### src/rtl/enc_rd_core.sv
// enc_rd_core: 8b/10b code-group selection stage placed after the 5B/6B
// classifier. Looks up the 6B and 4B sub-blocks for the incoming byte,
// selects the RD- or RD+ form of each sub-block from the registered running
// disparity (RD), and presents the 10-bit group in a single output register.
//
// Ports:
//   clk, reset          clock and synchronous active-high reset
//   in_valid/in_ready   input handshake (byte, K flag, classifier vector L)
//   data_in[7:0]        {H,G,F,E,D,C,B,A}, A = bit 0
//   K                   control-character request
//   L[5:0]              {L40,L31,L22,L13,L04,K} from the classifier
//   data_out[9:0]       {a,b,c,d,e,i,f,g,h,j}, bit 9 sent first
//   out_valid/out_ready output handshake toward the serializer
//   rd_out              RD after the word in data_out (0 = RD-, 1 = RD+)
//   k_err               K requested for a non-existent control code
//   l_err               L inconsistent with data_in or with K
//
// Handshake: a word moves across an interface on a rising edge where both
// valid and ready are high. in_ready = ~out_valid | out_ready, so the output
// register can be drained and refilled on the same edge without a bubble;
// while out_valid & ~out_ready all outputs hold.
module enc_rd_core #(
  parameter logic RD_INIT = 1'b0,
  parameter bit   CHECK_L = 1'b1
) (
  input  logic       clk,
  input  logic       reset,
  input  logic       in_valid,
  output logic       in_ready,
  input  logic [7:0] data_in,
  input  logic       K,
  input  logic [5:0] L,
  output logic [9:0] data_out,
  output logic       out_valid,
  input  logic       out_ready,
  output logic       rd_out,
  output logic       k_err,
  output logic       l_err
);

  typedef enum logic {RDN = 1'b0, RDP = 1'b1} rd_state_t;

  rd_state_t  rd_q, rd_d;
  logic       out_valid_q, out_valid_d;
  logic [9:0] data_q, data_d;
  logic       k_err_q, k_err_d;
  logic       l_err_q, l_err_d;

  logic [4:0] x;
  logic [2:0] y;
  logic       k_ok, k28;
  logic [5:0] code6_n, code6;
  logic       flip6, rd_mid;
  logic       alt7;
  logic [3:0] code4_n, code4;
  logic       flip4, rd_new;
  logic [2:0] ones_lo;
  logic [4:0] l_exp;
  logic       k_err_w, l_err_w;
  logic       accept;

  assign in_ready = ~out_valid_q | out_ready;
  assign accept   = in_valid & in_ready;

  always_comb begin
    x = data_in[4:0];
    y = data_in[7:5];
    k_ok = K & ((x == 5'd28) |
                ((y == 3'd7) & ((x == 5'd23) | (x == 5'd27) | (x == 5'd29) | (x == 5'd30))));
    k28 = k_ok & (x == 5'd28);

    // RD- form of the 6B sub-block; the RD+ form is its complement when
    // unbalanced (and for D.7, whose balanced pair still alternates).
    code6_n = 6'b000000;
    case (x)
      5'd0:  code6_n = 6'b100111;
      5'd1:  code6_n = 6'b011101;
      5'd2:  code6_n = 6'b101101;
      5'd3:  code6_n = 6'b110001;
      5'd4:  code6_n = 6'b110101;
      5'd5:  code6_n = 6'b101001;
      5'd6:  code6_n = 6'b011001;
      5'd7:  code6_n = 6'b111000;
      5'd8:  code6_n = 6'b111001;
      5'd9:  code6_n = 6'b100101;
      5'd10: code6_n = 6'b010101;
      5'd11: code6_n = 6'b110100;
      5'd12: code6_n = 6'b001101;
      5'd13: code6_n = 6'b101100;
      5'd14: code6_n = 6'b011100;
      5'd15: code6_n = 6'b010111;
      5'd16: code6_n = 6'b011011;
      5'd17: code6_n = 6'b100011;
      5'd18: code6_n = 6'b010011;
      5'd19: code6_n = 6'b110010;
      5'd20: code6_n = 6'b001011;
      5'd21: code6_n = 6'b101010;
      5'd22: code6_n = 6'b011010;
      5'd23: code6_n = 6'b111010;
      5'd24: code6_n = 6'b110011;
      5'd25: code6_n = 6'b100110;
      5'd26: code6_n = 6'b010110;
      5'd27: code6_n = 6'b110110;
      5'd28: code6_n = 6'b001110;
      5'd29: code6_n = 6'b101110;
      5'd30: code6_n = 6'b011110;
      default: code6_n = 6'b101011;
    endcase
    if (k28) code6_n = 6'b001111;

    // 000111/111000 are balanced, so D.7 never moves RD.
    flip6  = ($countones(code6_n) != 3);
    code6  = ((rd_q == RDP) && (flip6 || ((x == 5'd7) && !k28))) ? ~code6_n : code6_n;
    rd_mid = (rd_q == RDP) ^ flip6;

    // A7 avoids a run of five equal bits across the sub-block boundary.
    alt7 = k_ok |
           (!rd_mid & ((x == 5'd17) | (x == 5'd18) | (x == 5'd20))) |
           ( rd_mid & ((x == 5'd11) | (x == 5'd13) | (x == 5'd14)));

    // RD- form of the 4B sub-block. The K column differs from data for
    // y = 1, 2, 5, 6 (keeps the comma property of K28.y) and always uses
    // the complement at RD+.
    code4_n = 4'b0000;
    if (k_ok) begin
      case (y)
        3'd0: code4_n = 4'b1011;
        3'd1: code4_n = 4'b0110;
        3'd2: code4_n = 4'b1010;
        3'd3: code4_n = 4'b1100;
        3'd4: code4_n = 4'b1101;
        3'd5: code4_n = 4'b0101;
        3'd6: code4_n = 4'b1001;
        default: code4_n = 4'b0111;
      endcase
    end else begin
      case (y)
        3'd0: code4_n = 4'b1011;
        3'd1: code4_n = 4'b1001;
        3'd2: code4_n = 4'b0101;
        3'd3: code4_n = 4'b1100;
        3'd4: code4_n = 4'b1101;
        3'd5: code4_n = 4'b1010;
        3'd6: code4_n = 4'b0110;
        default: code4_n = alt7 ? 4'b0111 : 4'b1110;
      endcase
    end

    flip4  = ($countones(code4_n) != 2);
    code4  = (rd_mid && (flip4 || (y == 3'd3) || k_ok)) ? ~code4_n : code4_n;
    rd_new = rd_mid ^ flip4;

    k_err_w = K & ~k_ok;

    // L[5:1] must be the one-hot position of the popcount of data_in[3:0].
    ones_lo = {2'b00, data_in[0]} + {2'b00, data_in[1]} +
              {2'b00, data_in[2]} + {2'b00, data_in[3]};
    l_exp   = 5'b00001 << ones_lo;
    l_err_w = CHECK_L ? ((L[5:1] != l_exp) | (L[0] != K)) : 1'b0;

    rd_d        = rd_q;
    out_valid_d = out_valid_q;
    data_d      = data_q;
    k_err_d     = k_err_q;
    l_err_d     = l_err_q;
    if (accept) begin
      rd_d        = rd_new ? RDP : RDN;
      out_valid_d = 1'b1;
      data_d      = {code6, code4};
      k_err_d     = k_err_w;
      l_err_d     = l_err_w;
    end else if (out_ready) begin
      out_valid_d = 1'b0;
    end
  end

  always_ff @(posedge clk) begin
    if (reset) begin
      rd_q        <= rd_state_t'(RD_INIT);
      out_valid_q <= 1'b0;
      data_q      <= 10'd0;
      k_err_q     <= 1'b0;
      l_err_q     <= 1'b0;
    end else begin
      rd_q        <= rd_d;
      out_valid_q <= out_valid_d;
      data_q      <= data_d;
      k_err_q     <= k_err_d;
      l_err_q     <= l_err_d;
    end
  end

  assign data_out  = data_q;
  assign out_valid = out_valid_q;
  assign rd_out    = (rd_q == RDP);
  assign k_err     = k_err_q;
  assign l_err     = l_err_q;

endmodule
### config.mk
export PLATFORM = sky130hd
export DESIGN_NAME = enc_rd_core
export DESIGN_NICKNAME = d
export VERILOG_FILES = /design/src/rtl/enc_rd_core.sv
export SDC_FILE = /design/constraint.sdc
export NUM_CORES = 1
export LEC_CHECK = 0
export BUFFER_PORTS_ARGS = -buffer_cell sky130_fd_sc_hd__buf_2
export CAP_MARGIN = 20
export CORE_MARGIN = 3
export CORE_UTILIZATION = 55
export CTS_CLUSTER_DIAMETER = 40
export DETAILED_ROUTE_END_ITERATION = 16
export PLACE_DENSITY_LB_ADDON = 0.1
export SLEW_MARGIN = 10
export SYNTH_ARGS = -nofsm -noshare
export SYNTH_HDL_FRONTEND = slang
export SYNTH_SLANG_ARGS = --single-unit
export TNS_END_PERCENT = 50
### constraint.sdc
create_clock -name clk -period 7.06 [get_ports clk]
set_input_delay 0.706 -clock clk [delete_from_list [all_inputs] [get_ports clk]]
set_output_delay 0.706 -clock clk [all_outputs]
set_load 0.1 [all_outputs]
==> results, run 1 <==
- The worst-case clock buffer depth is 2.
- The top cell type by total area after synthesis is dfxtp_1.
- The classification of the worst-slack hold path is register to register.
- The maximum fanout along the worst path is 7.
- The number of antenna diodes in the final layout is 0.
- The initialized floorplan defines 19 standard-cell rows.
- After detailed routing, the met2 layer carries 1.88 mm of wire.
- Setup repair after global routing left no endpoint under its margin.
- After detailed routing, the wire length on met1 is 1.58 mm.
- The largest stage delay on the critical path is about 0.55 ns.
- At the worst endpoint, the required time is 7.29 ns.
- The final-report hold violation count is 0.
- The clock transition at the registers of the reported paths is approximately 0.090 ns.
- Data on the critical path arrives at its endpoint at 6.84 ns.
- The post-synthesis area per instance is 7.89 um^2.
- The clock net in this run drives a total of 14 sinks.
- The beginning of the critical path is data_in[0].
- In this run the remaining antenna-violating nets after routing total 0.
- The post-cts resize count is 0.
- The flip-flop and latch count after synthesis is 14.
- The net count after synthesis is 242.
- Entering global routing, the biggest net connects 22 pins.
- In this run the top signal layer used is met4.
- The die is 60.2 um wide.
- The worst slack on hold paths is roughly 0.45 ns.
- Once placement completed, the tool counted placed cells totaling 260.
- The slew at the pin with the worst max-slew slack is 0.665 ns.
- For this run, the detailed router's first-pass iteration total came to 4.
- Before CTS, the worst setup slack after placement is -0.0234 ns.
- Measured in cells, the most critical reg-to-reg path has a length of 12.
- The detailed-route wire length is 3.68 mm.
- The layout has 234 filler cells.
- Dividing the detail-routed via count by the number of cells gives roughly 6.
- The area inside the core boundary is approximately 2800 um^2.
- The worst-case IR drop observed on VDD is 0.282 mV.
- The count of buffers inserted at the top-level ports is 33.
- The die extent in y is approximately 60 um.
- The post-route fraction of the period consumed by the critical path is 93.6%.
- Yosys instantiated no cell more often than nand2_1.
- The routability congestion estimate is 0.906.
- The tree is rooted in a clkbuf_4.
- The first global-routing pass estimated 5.99 mm of wire.
- In the final routed layout, each cell accounts on average for ~14 um.
- The later pin in the worst-skew pair is clocked with a latency of 0.28 ns.
- The routed wire length on met3 is 194 um.
- The smallest clock period supported by the final layout is computed as between 6 and 7 ns.
- The number of setup violations in the final report is 0.
- The total grt overflow is 0.
- The synthesized netlist occupies a cell area of 1620 um^2.
- The top cell type by area accounts for between 10% and 20% of the synthesized area.
- In this run the power density over the cells is roughly 250 nW/um^2.
- The initial antenna violation count is 0.
- The number of standard cells after synthesis is 205.
- The startpoint type of the worst setup path is an input port.
- The number of pins with negative max-slew slack in the final report is 0.
- The final HPWL from detailed placement is 2.92 mm.
- By area the synthesized netlist is led by dfxtp_1, ha_1, fa_1.
- Timing would allow up to 151 MHz.
- The CTS H-tree depth is 1.
- The CTS tree is built.
- The post-layout instance count excluding filler cells is 264.
- The number of warnings reported in the yosys synthesis log is 0.
- The post-route worst setup slack is 0.454 ns.
- The standard cell with the maximum stage delay on the critical path is fa_1.
- The category of the most critical setup path is input port to register.
- In the synthesized netlist, the cells that appear most often are nand2_1, nor2_1, a21oi_1, dfxtp_1.
- The number of hold-repair buffers added at the cts stage is 0.
- The post-synthesis async set-or-reset flop share is 0%.
- The top flip-flop cell by instance count after synthesis is dfxtp_1.
- The worst slew margin relative to its limit is 55.7%.
- Summed over all cells, the static leakage comes to 0.809 nW.
- The via count is 1565.
- The initial cell density of the core is 58.2%.
- The tool flagged a number of max-cap violations equal to 0.
- The startpoint of the worst-slack reg-to-reg timing path is rd_out$_SDFFE_PP0P_.
- The number of nets in the final layout is between 200 and 300.
- In this run, CTS created clock tree buffers numbering 3.
- The floorplan step defined a die boundary enclosing 3630 um^2.
- The sequential-to-total area share from yosys stat is 17.3%.
- The number of distinct library cells after synthesis is 55.
- The nature of the critical path endpoint is a register.
- The synthesis-to-layout area growth is 12.8%.
- The number of DRC violations after detailed routing is 0.
- The endpoint of the worst register-to-register path is data_out[0]$_SDFFE_PP0P_.
- The count of routing violations after the opening detailed-route iteration is 71.
- The timing endpoint of the critical path is data_out[0]$_SDFFE_PP0P_.
- The register-to-register setup slack is a little under 4 ns.
- The total routing usage reported by global routing is 21.1%.
- The post-CTS setup buffer count is 0.
- The via count of the first global-routing pass is approximately 1500.
- Of the cells placed in the final design, the portion with a size suffix greater than 1 is 21.9%.
- The number of ports placed on the die boundary is 34.
- Yosys mapped a number of flops with a built-in enable equal to 0.
- The maximum clock skew at final layout is between 0.0003 and 0.0004 ns.
- The run finished with clean final reports.
[worst min path at each step]
stage / start / to / slack, ns / cells past startpoint
after global placement: data_out[5]$_SDFFE_PP0P_ / data_out[5]$_SDFFE_PP0P_ / 0.44 / 2
final: data_out[4]$_SDFFE_PP0P_ / data_out[4]$_SDFFE_PP0P_ / 0.45 / 2
after global routing: data_out[4]$_SDFFE_PP0P_ / data_out[4]$_SDFFE_PP0P_ / 0.48 / 2
after CTS: data_out[5]$_SDFFE_PP0P_ / data_out[5]$_SDFFE_PP0P_ / 0.46 / 2
after floorplan: reset / l_err$_SDFFE_PP0P_ / 0.78 / 1
after detailed placement: data_out[5]$_SDFFE_PP0P_ / data_out[5]$_SDFFE_PP0P_ / 0.44 / 2
[worst max-delay path: cells and delay by family]
family	cells	cell delay, ns
simple gates	4	0.73
fa+ha+maj	8	2.79
mux	4	1.04
buf+inv	5	0.43
xor+xnor	1	0.34
compound gates	4	0.78
[layer usage]
layer,global-route usage (%),vias to the layer above
met1,25.8,727
met4,2.53,0
met3,4.32,2
met2,38.6,48
li1,-,788
met5,0,-
[cells in the final DEF (no fill, tap or decap), types with 2 or more instances in the layout]
master / n
buf_2: 33
nand2_1: 21
nor2_1: 17
a21oi_1: 15
dfxtp_1: 14
inv_1: 13
ha_1: 13
nand3b_1: 6
xnor2_1: 6
a211oi_1: 6
o21ai_0: 5
nand2b_1: 5
fa_1: 5
a31oi_1: 4
nor2b_1: 4
nand3_1: 4
mux2i_1: 4
xor2_1: 4
o211ai_1: 3
nor3b_1: 3
nor4_1: 3
nor3_1: 3
clkbuf_4: 3
nand4_1: 2
a21boi_0: 2
o22ai_1: 2
and3_1: 2
buf_4: 2
[through the flow]
stage               TNS (ns)  area (um^2)  power [mW]  utilization, %
global route               0         1820       0.486            65.6
floorplan                  0         1620       0.342               -
CTS                        0         1810       0.453            65.0
detailed placement   -0.0430         1770       0.395            63.7
finish                     0         1820       0.458            65.6
global placement           0         1770       0.385            63.7
[cell type report]
cell class / instances / area, um^2 / area share [%]
tap: 31 / 38.8 / 2.13
clock buffer: 4 / 36.3 / 1.99
multi-input combinational: 167 / 1240 / 68.0
timing repair buffer: 35 / 180 / 9.88
inverter: 13 / 48.8 / 2.67
sequential: 14 / 280 / 15.4
[cell families (layout without fill, tap and decap cells)]
kind of cell | Yosys count | in the layout | share of synthesized area, %
mux | 7 | 7 | 5.18
compound gates | 52 | 52 | 22.3
buf+inv | 24 | 52 | 7.04
fa+ha+maj | 18 | 18 | 16.2
simple gates | 79 | 79 | 26.0
xor+xnor | 11 | 11 | 5.95
flops | 14 | 14 | 17.3
[where the power goes]
part	switching [mW]	total (mW)	internal [mW]
Clock	0.0268	0.0582	0.0314
Combinational	0.206	0.297	0.0906
Sequential	0.00895	0.102	0.0934
Total	0.242	0.458	0.215
[flip-flops by register name (all words and copies together), names as in the netlist]
register   count
data_out      10
l_err          1
out_valid      1
k_err          1
rd_out         1
(Power assumes the default switching activity.)
==> run 2: changes to the inputs <==
--- a/config.mk
+++ b/config.mk
@@ -5,12 +5,14 @@
 export SDC_FILE = /design/constraint.sdc
 export NUM_CORES = 1
 export LEC_CHECK = 0
+export ABC_AREA = 1
 export BUFFER_PORTS_ARGS = -buffer_cell sky130_fd_sc_hd__buf_2
 export CAP_MARGIN = 20
 export CORE_MARGIN = 3
 export CORE_UTILIZATION = 55
 export CTS_CLUSTER_DIAMETER = 40
 export DETAILED_ROUTE_END_ITERATION = 16
+export GPL_TIMING_DRIVEN = 0
 export PLACE_DENSITY_LB_ADDON = 0.1
 export SLEW_MARGIN = 10
 export SYNTH_ARGS = -nofsm -noshare
==> run 2 against run 1 <==
- critical path depth rose by 9
- combinational power down 19%
- first-iteration DRC count increased by 7.0%
- total power is 14% lower
- clock-buffer cell count unchanged
- clock power is 2% lower
- critical path type unchanged
- largest power group unchanged
- highest routed layer unchanged
==> results, run 2 <==
- At the worst endpoint, the required time is 7.25 ns.
- For this run, the share of the core covered by cells in the final layout is 66.3%.
- Wire segments on met3 add up to 149 um in the final route.
- The slowest stage of the critical path is the fa_1 cell.
- Data on the critical path arrives at its endpoint at 6.69 ns.
- The top cell type by total area after synthesis is dfxtp_1.
- In this run the count of I/O pins placed on the die edge is 34.
- For the worst flop-to-flop path, the logic depth is 20.
- The worst path uses 92.1% of the clock period.
- The share of the Yosys chip area taken by registers is 17.4%.
- The final antenna diode count is 0.
- Counting flops and latches in the post-synthesis netlist gives 14.
- In this run, synthesis inferred 0 flip-flops with an integrated enable.
- Cells with a size suffix above 1 make up between 10% and 20% of the layout.
- The die boundary width is 60.2 um.
- The via count of the first global-routing pass is around 1300.
- Setup repair after global routing left no endpoint under its margin.
- The number of nets handed over by synthesis was 286.
- In this run the core area contains 19 standard-cell rows.
- Buffers inserted during clock tree synthesis total 3.
- The maximum fanout along the worst path is 7.
- The clock latency of the later-clocked register in the worst-skew pair is roughly 0.28 ns.
- In the final design database the tool counted 322 nets.
- Derived from the worst setup path, the maximum achievable clock frequency is between 150 and 200 MHz.
- The finished cells cover 1840 um^2.
- After detailed routing, no signal wire sits above met4.
- The startpoint type of the worst setup path is an input port.
- Compared with the post-synthesis result, the final layout area differs by 14.3%.
- The startpoint of the worst-slack reg-to-reg timing path is rd_out$_SDFFE_PP0P_.
- The largest net degree at the start of global routing is 11.
- The pre-antenna-repair detailed-routing pass consisted of 4 iterations.
- The routability congestion estimate is 0.927.
- The post-cts resize count is 0.
- The root buffer cell chosen for the clock tree is clkbuf_4.
- The number of hold buffers added after CTS was 0.
- Tracing the worst setup path back leads to its startpoint at data_in[1].
- On the final layout, the worst clock skew is roughly 0.0045 ns.
- For this run, design rule violations remaining after detail routing come to 0.
- The detailed router put a total of between 1.5 and 2 mm of wire on met1.
- For this run the aggregate overflow at the end of global routing stands at 0.
- Dividing the detail-routed wire length by the instance count gives about 11 um.
- In this run the biggest area consumer among cell types represents 17.4% of the synthesized area.
- The initial antenna violation count was 0.
- Leaving out fill and tap cells, the most frequent cells in the layout are nand2_1, nor2_1, inv_1.
- Counting the fill cells in the layout gives 276.
- The area of the die is 3620 um^2.
- The most critical setup path has its endpoint at data_out[3]$_SDFFE_PP0P_.
- The region available for standard cell placement spans ~2800 um^2.
- Once the floorplan was initialized, standard cells occupied between 50% and 60% of the core.
- Dividing the detail-routed via count by the number of cells gives 5.25.
- The routed wire length on met2 is 1.73 mm.
- The post-synthesis area per instance is 6.48 um^2.
- Summed over all failing endpoints, the final setup total negative slack is 0 ns.
- The count of nets left with antenna violations once routing finished came out at 0.
- The total clock sinks is 14.
- The number of standard cells after synthesis is 249.
- The Yosys step of the flow raised 0 warnings.
- The endpoint of the worst register-to-register path is data_out[3]$_SDFFE_PP0P_.
- For the pin with the worst max-slew slack, the measured transition is 0.480 ns.
- Ranked by total cell area, the synthesized netlist is headed by dfxtp_1, nand2_1, ha_1.
- The via count is 1653.
- Wires add up to between 3 and 4 mm.
- Max-cap violations in this run came to 0.
- The nature of the critical path endpoint is a register.
- The leakage component of the power is 1.03 nW.
- Setup violations remaining at the end of the flow were counted as 0.
- In this run the power density over the cells is 214 nW/um^2.
- The critical path is of the input port to register type.
- After synthesis, the most frequently instantiated cells are nand2_1, nor2_1, inv_1, o21ai_0, nand3_1.
- The leading cell type in the layout, fill and taps excluded is nand2_1.
- In this run the deepest clock path goes through 2 buffers.
- In the global route stage, overall resource usage came out at 19.5%.
- The post-synthesis async set-or-reset flop share is 0%.
- The number of pins with negative max-slew slack in the final report is 0.
- Once detailed placement completed, the half-perimeter wirelength came to approximately 2.9 mm.
- The CTS tree is built.
- The largest stage delay on the critical path is 0.54 ns.
- The final-report hold violation count is 0.
- The first-pass GRT wire length is approximately 5.5 mm.
- The number of different library cells used by synthesis comes to 37.
- The worst path needs 6.50 ns of the cycle, external delays included.
- In the post-synthesis netlist, the cell with the most instances is nand2_1.
- The synthesized netlist occupies a cell area of around 1600 um^2.
- The startpoint of the most critical hold path is out_valid$_SDFFE_PP0P_.
- Clock-pin slew was measured on the worst setup and hold paths at 0.08 ns.
- The count of buffers inserted at the top-level ports is 31.
- The die extent in y is 60.2 um.
- Once the clock tree was built, the setup fixing pass inserted 0 buffers.
- The worst-case IR drop observed on VDD is 0.206 mV.
- The placement-stage cell area is 1810 um^2.
- The register-to-register setup slack is 3.75 ns.
- The tightest hold path in the finished design has a slack of 0.521 ns.
- The detailed router finished its first iteration with 76 violations.
- The classification of the worst-slack hold path is register to register.
- The flow ran to the end, and the final reports show no timing, DRC or antenna violations.
- The register with the most flip-flops in the layout has 10 of them.
- In this run the number of H-tree levels came out at 1.
- The worst slew margin relative to its limit is 67.5%.
- The top flip-flop cell by instance count after synthesis is dfxtp_1.
==> run 2: per-stage QoR <==
stage / power (mW) / cells / setup slack [ns]
2_1_floorplan: 0.296 / 249 / 0.906
3_3_place_gp: 0.336 / 311 / 0.280
3_5_place_dp: 0.339 / 311 / 0.268
4_1_cts: 0.396 / 315 / 0.552
5_1_grt: 0.426 / 315 / 0.00901
6_report: 0.394 / 315 / 0.559
==> run 2: worst min-delay path by stage <==
stage,end,depth (start not counted)
2_1_floorplan,out_valid$_SDFFE_PP0P_,1
3_3_place_gp,data_out[8]$_SDFFE_PP0P_,2
3_5_place_dp,data_out[8]$_SDFFE_PP0P_,2
4_1_cts,out_valid$_SDFFE_PP0P_,2
5_1_grt,data_out[8]$_SDFFE_PP0P_,2
6_report,out_valid$_SDFFE_PP0P_,2
==> run 2: final cells by class <==
class / instances / area [um^2] / share of cell area (%)
Buffer: 5 / 41.3 / 2.24
Clock buffer: 4 / 36.3 / 1.97
Inverter: 39 / 154 / 8.35
Multi-Input combinational cell: 191 / 1140 / 61.7
Sequential cell: 14 / 280 / 15.2
Tap cell: 31 / 38.8 / 2.10
Timing Repair Buffer: 31 / 155 / 8.42
==> run 2: layer usage <==
metal  global-route usage [%]  vias up
li1                         -      878
met1                     25.4      738
met2                     34.0       35
met3                     3.89        2
met4                     2.22        0
met5                        0        -
==> run 2: power breakdown <==
| group | leakage, nW | switching, mW | internal, mW |
|---|---|---|---|
| clock | 0.0210 | 0.0254 | 0.0314 |
| combinational | 0.890 | 0.178 | 0.0646 |
| sequential | 0.116 | 0.00546 | 0.0897 |
==> run 2: cells by family after synthesis <==
family	after synthesis	share of synthesized area, %
xor gates and xnor gates	9	4.89
DFF	14	17.4
adders and majority gates	18	16.3
and+or+nand+nor	119	33.4
buffers and inverters	44	12.1
AOI/OAI and AO/OA	45	15.9
==> run 2: worst max-delay path, delay by kind of cell <==
kind | cells | cell delay, ns
fa+ha+maj | 8 | 2.73
simple gates | 16 | 2.09
buf+inv | 9 | 0.77
compound gates | 2 | 0.40
